--- src/rtl/mdr_pkg.sv ---
// Shared types and constants for the MDR arithmetic datapath.
// Op codes and core FSM state encodings.
package mdr_pkg;

    localparam int MDR_WIDTH = 16;

    typedef enum logic [1:0] {
        OP_MUL  = 2'b00,
        OP_DIV  = 2'b01,
        OP_SQRT = 2'b10,
        OP_ILL  = 2'b11
    } op_e;

    typedef enum logic [2:0] {
        IDLE,
        CHECK,
        ITER,
        FIX,
        DONE,
        ERR
    } core_state_e;

endpackage

--- src/rtl/mdr_arith_core_sign_fix.sv ---
// Magnitude extraction of the operands and final sign application
// of the iterated magnitudes for multiply and divide.
module mdr_sign_fix
    import mdr_pkg::*;
#(
    parameter int WIDTH = MDR_WIDTH
) (
    input  op_e                  op,
    input  logic [WIDTH-1:0]     x,
    input  logic [WIDTH-1:0]     y,
    input  logic [2*WIDTH-1:0]   acc,
    input  logic [WIDTH/2-1:0]   root,
    input  logic [WIDTH-1:0]     sq_rem,
    output logic [WIDTH-1:0]     mag_x,
    output logic [WIDTH-1:0]     mag_y,
    output logic [2*WIDTH-1:0]   res,
    output logic [WIDTH-1:0]     rem
);

    logic                neg;
    logic [2*WIDTH-1:0]  quo;

    assign mag_x = x[WIDTH-1] ? -x : x;
    assign mag_y = y[WIDTH-1] ? -y : y;
    assign neg   = x[WIDTH-1] ^ y[WIDTH-1];
    assign quo   = {{WIDTH{1'b0}}, acc[WIDTH-1:0]};

    always_comb begin
        res = '0;
        rem = '0;
        unique case (op)
            OP_MUL: begin
                res = neg ? -acc : acc;
            end
            OP_DIV: begin
                // quotient truncates toward zero; remainder follows dividend
                res = neg ? -quo : quo;
                rem = x[WIDTH-1] ? -acc[2*WIDTH-1:WIDTH]
                                 : acc[2*WIDTH-1:WIDTH];
            end
            OP_SQRT: begin
                res = (2*WIDTH)'(root);
                rem = sq_rem;
            end
            default: begin
                res = '0;
                rem = '0;
            end
        endcase
    end

endmodule

--- src/rtl/mdr_arith_core.sv ---
// Iterative signed multiply / divide / square-root datapath,
// one radix-2 step per clock, started by an enable rising edge.
module mdr_arith_core
    import mdr_pkg::*;
#(
    parameter int WIDTH = MDR_WIDTH,
    parameter int CNT_W = $clog2(WIDTH + 1)
) (
    input  logic                 clk,
    input  logic                 rst,
    input  logic                 sync_clr,
    input  logic [WIDTH-1:0]     data_in,
    input  logic                 load_x,
    input  logic                 load_y,
    input  logic                 load_op,
    input  logic                 enable_operacion,
    output logic [2*WIDTH-1:0]   result,
    output logic [WIDTH-1:0]     remainder,
    output logic                 ready,
    output logic                 error,
    output logic                 busy
);

    localparam int HW = WIDTH / 2;

    localparam logic [2:0] S_IDLE  = 3'(IDLE);
    localparam logic [2:0] S_CHECK = 3'(CHECK);
    localparam logic [2:0] S_ITER  = 3'(ITER);
    localparam logic [2:0] S_FIX   = 3'(FIX);
    localparam logic [2:0] S_DONE  = 3'(DONE);
    localparam logic [2:0] S_ERR   = 3'(ERR);

    logic [2:0]          state;
    logic [WIDTH-1:0]    x_q;
    logic [WIDTH-1:0]    y_q;
    op_e                 op_q;
    logic                en_q;
    logic [CNT_W-1:0]    cnt;
    logic [2*WIDTH-1:0]  acc;
    logic [WIDTH-1:0]    dvs;
    logic [HW-1:0]       root;
    logic [WIDTH:0]      srem;

    logic                start;
    logic                chk_err;
    logic [WIDTH:0]      mul_sum;
    logic [WIDTH:0]      div_diff;
    logic [WIDTH:0]      sq_rs;
    logic [WIDTH:0]      sq_nr;
    logic [WIDTH-1:0]    sq_rem;
    logic [WIDTH-1:0]    mag_x;
    logic [WIDTH-1:0]    mag_y;
    logic [2*WIDTH-1:0]  fix_res;
    logic [WIDTH-1:0]    fix_rem;

    assign start = enable_operacion & ~en_q;
    assign busy  = (state != S_IDLE);
    assign ready = (state == S_DONE);
    assign error = (state == S_ERR);

    assign chk_err = (op_q == OP_ILL)
                   | ((op_q == OP_DIV) & (y_q == '0))
                   | ((op_q == OP_SQRT) & x_q[WIDTH-1]);

    assign mul_sum  = {1'b0, acc[2*WIDTH-1:WIDTH]}
                    + (acc[0] ? {1'b0, dvs} : '0);
    assign div_diff = {acc[2*WIDTH-1:WIDTH], acc[WIDTH-1]} - {1'b0, dvs};

    // non-restoring root: partial remainder is signed, radicand shifts out 2 bits per step
    assign sq_rs  = (srem << 2) | {{(WIDTH-1){1'b0}}, acc[WIDTH-1:WIDTH-2]};
    assign sq_nr  = srem[WIDTH] ? sq_rs + (WIDTH+1)'({root, 2'b11})
                                : sq_rs - (WIDTH+1)'({root, 2'b01});
    assign sq_rem = WIDTH'(srem[WIDTH] ? srem + (WIDTH+1)'({root, 1'b1})
                                       : srem);

    mdr_sign_fix #(
        .WIDTH(WIDTH)
    ) u_sign_fix (
        .op     (op_q),
        .x      (x_q),
        .y      (y_q),
        .acc    (acc),
        .root   (root),
        .sq_rem (sq_rem),
        .mag_x  (mag_x),
        .mag_y  (mag_y),
        .res    (fix_res),
        .rem    (fix_rem)
    );

    always_ff @(posedge clk or negedge rst) begin
        if (!rst) begin
            state     <= S_IDLE;
            x_q       <= '0;
            y_q       <= '0;
            op_q      <= OP_MUL;
            en_q      <= 1'b0;
            cnt       <= '0;
            acc       <= '0;
            dvs       <= '0;
            root      <= '0;
            srem      <= '0;
            result    <= '0;
            remainder <= '0;
        end else if (sync_clr) begin
            state     <= S_IDLE;
            x_q       <= '0;
            y_q       <= '0;
            op_q      <= OP_MUL;
            en_q      <= 1'b0;
            cnt       <= '0;
            acc       <= '0;
            dvs       <= '0;
            root      <= '0;
            srem      <= '0;
            result    <= '0;
            remainder <= '0;
        end else begin
            en_q <= enable_operacion;
            unique case (state)
                S_IDLE: begin
                    if (load_x)  x_q  <= data_in;
                    if (load_y)  y_q  <= data_in;
                    if (load_op) op_q <= op_e'(data_in[1:0]);
                    if (start)   state <= S_CHECK;
                end
                S_CHECK: begin
                    if (chk_err) begin
                        state <= S_ERR;
                    end else begin
                        state <= S_ITER;
                        cnt   <= (op_q == OP_SQRT) ? CNT_W'(HW) : CNT_W'(WIDTH);
                        acc   <= {{WIDTH{1'b0}}, mag_x};
                        dvs   <= mag_y;
                        root  <= '0;
                        srem  <= '0;
                    end
                end
                S_ITER: begin
                    cnt <= cnt - CNT_W'(1);
                    case (op_q)
                        OP_MUL: acc <= {mul_sum, acc[WIDTH-1:1]};
                        OP_DIV: begin
                            if (div_diff[WIDTH])
                                acc <= {acc[2*WIDTH-2:WIDTH], acc[WIDTH-1],
                                        acc[WIDTH-2:0], 1'b0};
                            else
                                acc <= {div_diff[WIDTH-1:0],
                                        acc[WIDTH-2:0], 1'b1};
                        end
                        default: begin
                            acc  <= acc << 2;
                            srem <= sq_nr;
                            root <= {root[HW-2:0], ~sq_nr[WIDTH]};
                        end
                    endcase
                    if (cnt == CNT_W'(1)) state <= S_FIX;
                end
                S_FIX: begin
                    result    <= fix_res;
                    remainder <= fix_rem;
                    state     <= S_DONE;
                end
                S_DONE:  state <= S_IDLE;
                S_ERR:   state <= S_IDLE;
                default: state <= S_IDLE;
            endcase
        end
    end

endmodule

--- config.mk ---
export PLATFORM = sky130hd
export DESIGN_NAME = mdr_arith_core
export DESIGN_NICKNAME = d
export VERILOG_FILES = /design/src/rtl/mdr_pkg.sv /design/src/rtl/mdr_arith_core_sign_fix.sv /design/src/rtl/mdr_arith_core.sv
export SDC_FILE = /design/constraint.sdc
export NUM_CORES = 1
export LEC_CHECK = 0
export ABC_CLOCK_PERIOD_IN_PS = 4600
export BUFFER_PORTS_ARGS = -buffer_cell sky130_fd_sc_hd__buf_2
export CAP_MARGIN = 0
export CORE_ASPECT_RATIO = 0.5
export CORE_UTILIZATION = 62
export CTS_CLUSTER_DIAMETER = 100
export DETAILED_ROUTE_END_ITERATION = 8
export PLACE_DENSITY = 0.81
export SYNTH_ARGS = -nofsm -noshare
export SYNTH_HDL_FRONTEND = slang
export SYNTH_SLANG_ARGS = --single-unit
--- constraint.sdc ---
create_clock -name clk -period 4.6 [get_ports clk]
set_input_delay 0.69 -clock clk [delete_from_list [all_inputs] [get_ports clk]]
set_output_delay 0.69 -clock clk [all_outputs]
set_load 0.02 [all_outputs]
==> impl_metrics.env <==
export IMPL_nets=1532
export IMPL_gr_total_overflow=0
export IMPL_syn2layout_area_growth_pct=8.47
export IMPL_htreeDepth=4
export IMPL_grt_antenna_before_repair=0
export IMPL_arrival_ps=3990
export IMPL_synth_async_reset_ratio=1.00
export IMPL_required_ps=4930
export IMPL_layout_common_cells="207 x nand2_1, 164 x dfrtp_1, 130 x a21oi_1"
export IMPL_worst_setup_path_type="reg2reg"
export IMPL_grt_pass1_wl_um=55100
export IMPL_leakage_uw=0.00575
export IMPL_grt_max_degree=105
export IMPL_drive_above_1_share=0.105
export IMPL_ios=74
export IMPL_viasPerCell=6.50
export IMPL_tightest_slew_ps=1080
export IMPL_syn_nets=1518
export IMPL_clock_latency_ps=450
export IMPL_fin_crit_ps=3660
export IMPL_ys_types=82
export IMPL_clockBufferDepth=2
export IMPL_finalCritPeriodShare=0.795
export IMPL_drc_errors=0
export IMPL_worstPathMaxFanout=24
export IMPL_diodes=0
export IMPL_syn_avg_cell_area_um2=8.32
export IMPL_peakVddDrop_uv=262
export IMPL_setup_ws_ps=944
export IMPL_final_setup_viol_count=0
export IMPL_cts_resized=0
export IMPL_die_area_um2=19700
export IMPL_gp_congestion=0.993
export IMPL_crit_path_end_kind="flip-flop"
export IMPL_powerDensity_nw_per_um2=416
export IMPL_clock_fmax_ghz=0.274
export IMPL_clkSinkCount=164
export IMPL_first_global_vias=10400
export IMPL_cp_start_kind="flip-flop"
export IMPL_grt_use_total=0.361
export IMPL_drt_initial_drc_count=1032
export IMPL_first_pass_iters=7
export IMPL_p_comb_frac=0.396
export IMPL_syn_inst=1425
export IMPL_final_setup_tns_ps=0
export IMPL_final_common_cell="nand2_1"
export IMPL_slew_viol_final=0
export IMPL_ys_ff_latch=164
export IMPL_netlist_area_um2=11900
export IMPL_status="finished clean"
export IMPL_p_switching_uw=2220
export IMPL_synth_yosys_seq_area_share=0.346
export IMPL_pre_cts_slack_ps=1030
export IMPL_maxCapViolCount=0
export IMPL_synth_edff_count=0
export IMPL_core_area_um2=18600
export IMPL_hp_class="in2async"
export IMPL_clkPwrFrac=0.267
export IMPL_yosysWarnings=0
export IMPL_rsz0062_at_grt="no"
export IMPL_cts_tree="done"
export IMPL_p_int_uw=3130
export IMPL_r2r_cells=7
export IMPL_rows=35
export IMPL_synth_top_cell_by_area="dfrtp_1"
export IMPL_die_h_um=99.8
export IMPL_fillers=1518
export IMPL_crit_chain="clkinv_1 -> ha_1 -> nand2_1 -> o41ai_1 -> a2111oi_0 -> a41oi_1 -> o21ai_1"
export IMPL_synthTopCellsByArea="dfrtp_1 35%, ha_1 7.1%, nand2_1 6.6%"
export IMPL_slew_headroom=0.274
export IMPL_initial_core_util=0.639
export IMPL_post_cts_buffers=0
export IMPL_wl_um=34200
export IMPL_wl_per_cell_um=20.0
export IMPL_fp_dieW_um=198
export IMPL_worst_setup_hold_path_clk_slew_ps=70
export IMPL_slowest_stage="dfrtp_1"
export IMPL_post_dp_hpwl_um=25000
export IMPL_vias=11100
export IMPL_seqPwrFrac=0.337
export IMPL_root_buffer="clkbuf_16"
export IMPL_numCtsBuffers=17
export IMPL_yosys_area_top_type_share=0.346
export IMPL_synth_ff_type="dfrtp_1"
export IMPL_finalHoldViolations=0
export IMPL_swShare=0.415
export IMPL_critPathMaxStageDelay_ps=970
export IMPL_detail_route_antenna_nets=0
export IMPL_clock_skew_ps=12.0
export IMPL_holdBufCountCts=0
export IMPL_io_buffers=73
==> worst max-delay path: cells and delay by family, from the launching register on <==
family          cells  cell delay, ps
buf+inv             1             640
flops               1             970
compound gates      4            1290
simple gates        1              80
fa+ha+maj           1             550
==> stage by stage <==
stage	util	power, uW	hold WS, ps	cells	instance area (um2)
6_report	0.693	5350	327	1711	12900
4_1_cts	0.693	5300	384	1711	12900
2_1_floorplan	-	3360	394	1425	11900
5_1_grt	0.693	5640	431	1711	12900
3_5_place_dp	0.662	3870	465	1679	12300
3_3_place_gp	0.662	3810	457	1679	12300
==> synth_stat cells, types with 5 or more instances <==
cell type  number
a211oi_1       20
a21o_1         11
a21oi_1       130
a221oi_1       13
a22o_1         10
a22oi_1        36
a31oi_1         9
and2_1          5
buf_1           5
buf_2          20
clkbuf_1       63
dfrtp_1       164
ha_1           67
inv_1          50
mux2i_1        17
nand2_1       207
nand2b_1       11
nand3_1        24
nand4_1         5
nor2_1        114
nor2b_1        12
nor3_1         23
o211ai_1        8
o21a_1          8
o21ai_0        89
o21ai_1        20
o21bai_1        6
o221ai_1       19
o31ai_1        20
o41ai_1         7
or3_1          18
or4_1           6
xnor2_1        48
xor2_1         68
==> sequential cells by signal, indices dropped and copies added (netlist names) <==
signal and flops:
root 8, op_q 2, en_q 1, dvs 16, x_q 16, cnt 5, acc 32, state 3
remainder 16, srem 17, result 32, y_q 16
==> power by group through the flow <==
stage	combinational [uW]	sequential, uW	clock [uW]
global route	2320	1820	1500
global placement	2010	1810	0
floorplan	1670	1690	0
finish	2120	1800	1430
CTS	2070	1790	1440
detailed placement	2050	1820	0
==> cells by family after synthesis <==
kind of cell	share of synthesized area
buffers and inverters	0.0513
adder cells (fa/ha/maj)	0.0758
AND/OR/NAND/NOR	0.184
flip-flops	0.346
multiplexers	0.0162
AO/OA/AOI/OAI	0.241
XOR/XNOR	0.0857
==> cell type report <==
cell class / count / area (um2) / area share
clock buffers: 17 / 425 / 0.0331
clock inverters: 15 / 146 / 0.0114
well taps: 259 / 324 / 0.0252
multi-input cells: 1114 / 7170 / 0.557
inverters: 52 / 195 / 0.0152
flip-flops and latches: 164 / 4100 / 0.319
repair buffers: 90 / 499 / 0.0388
==> worst paths after layout <==
kind,startpoint,to,slack (ps)
worst min register to register,result[8],result[8],480
max in group asynchronous,rst,acc[23],3150
worst max register to register,srem[16],srem[13],940
worst max-delay path,srem[16],srem[13],940
worst min-delay path,rst,x_q[11],330
min in group clk,result[8],result[8],480
==> per-layer routing <==
layer | vias to the layer above | wire length [um] | global-route usage
li1 | 5135 | - | -
met5 | - | 0 | 0
met3 | 79 | 3710 | 0.0830
met4 | 0 | 672 | 0.114
met1 | 5341 | 15100 | 0.521
met2 | 566 | 14700 | 0.538
(Power assumes the default switching activity.)
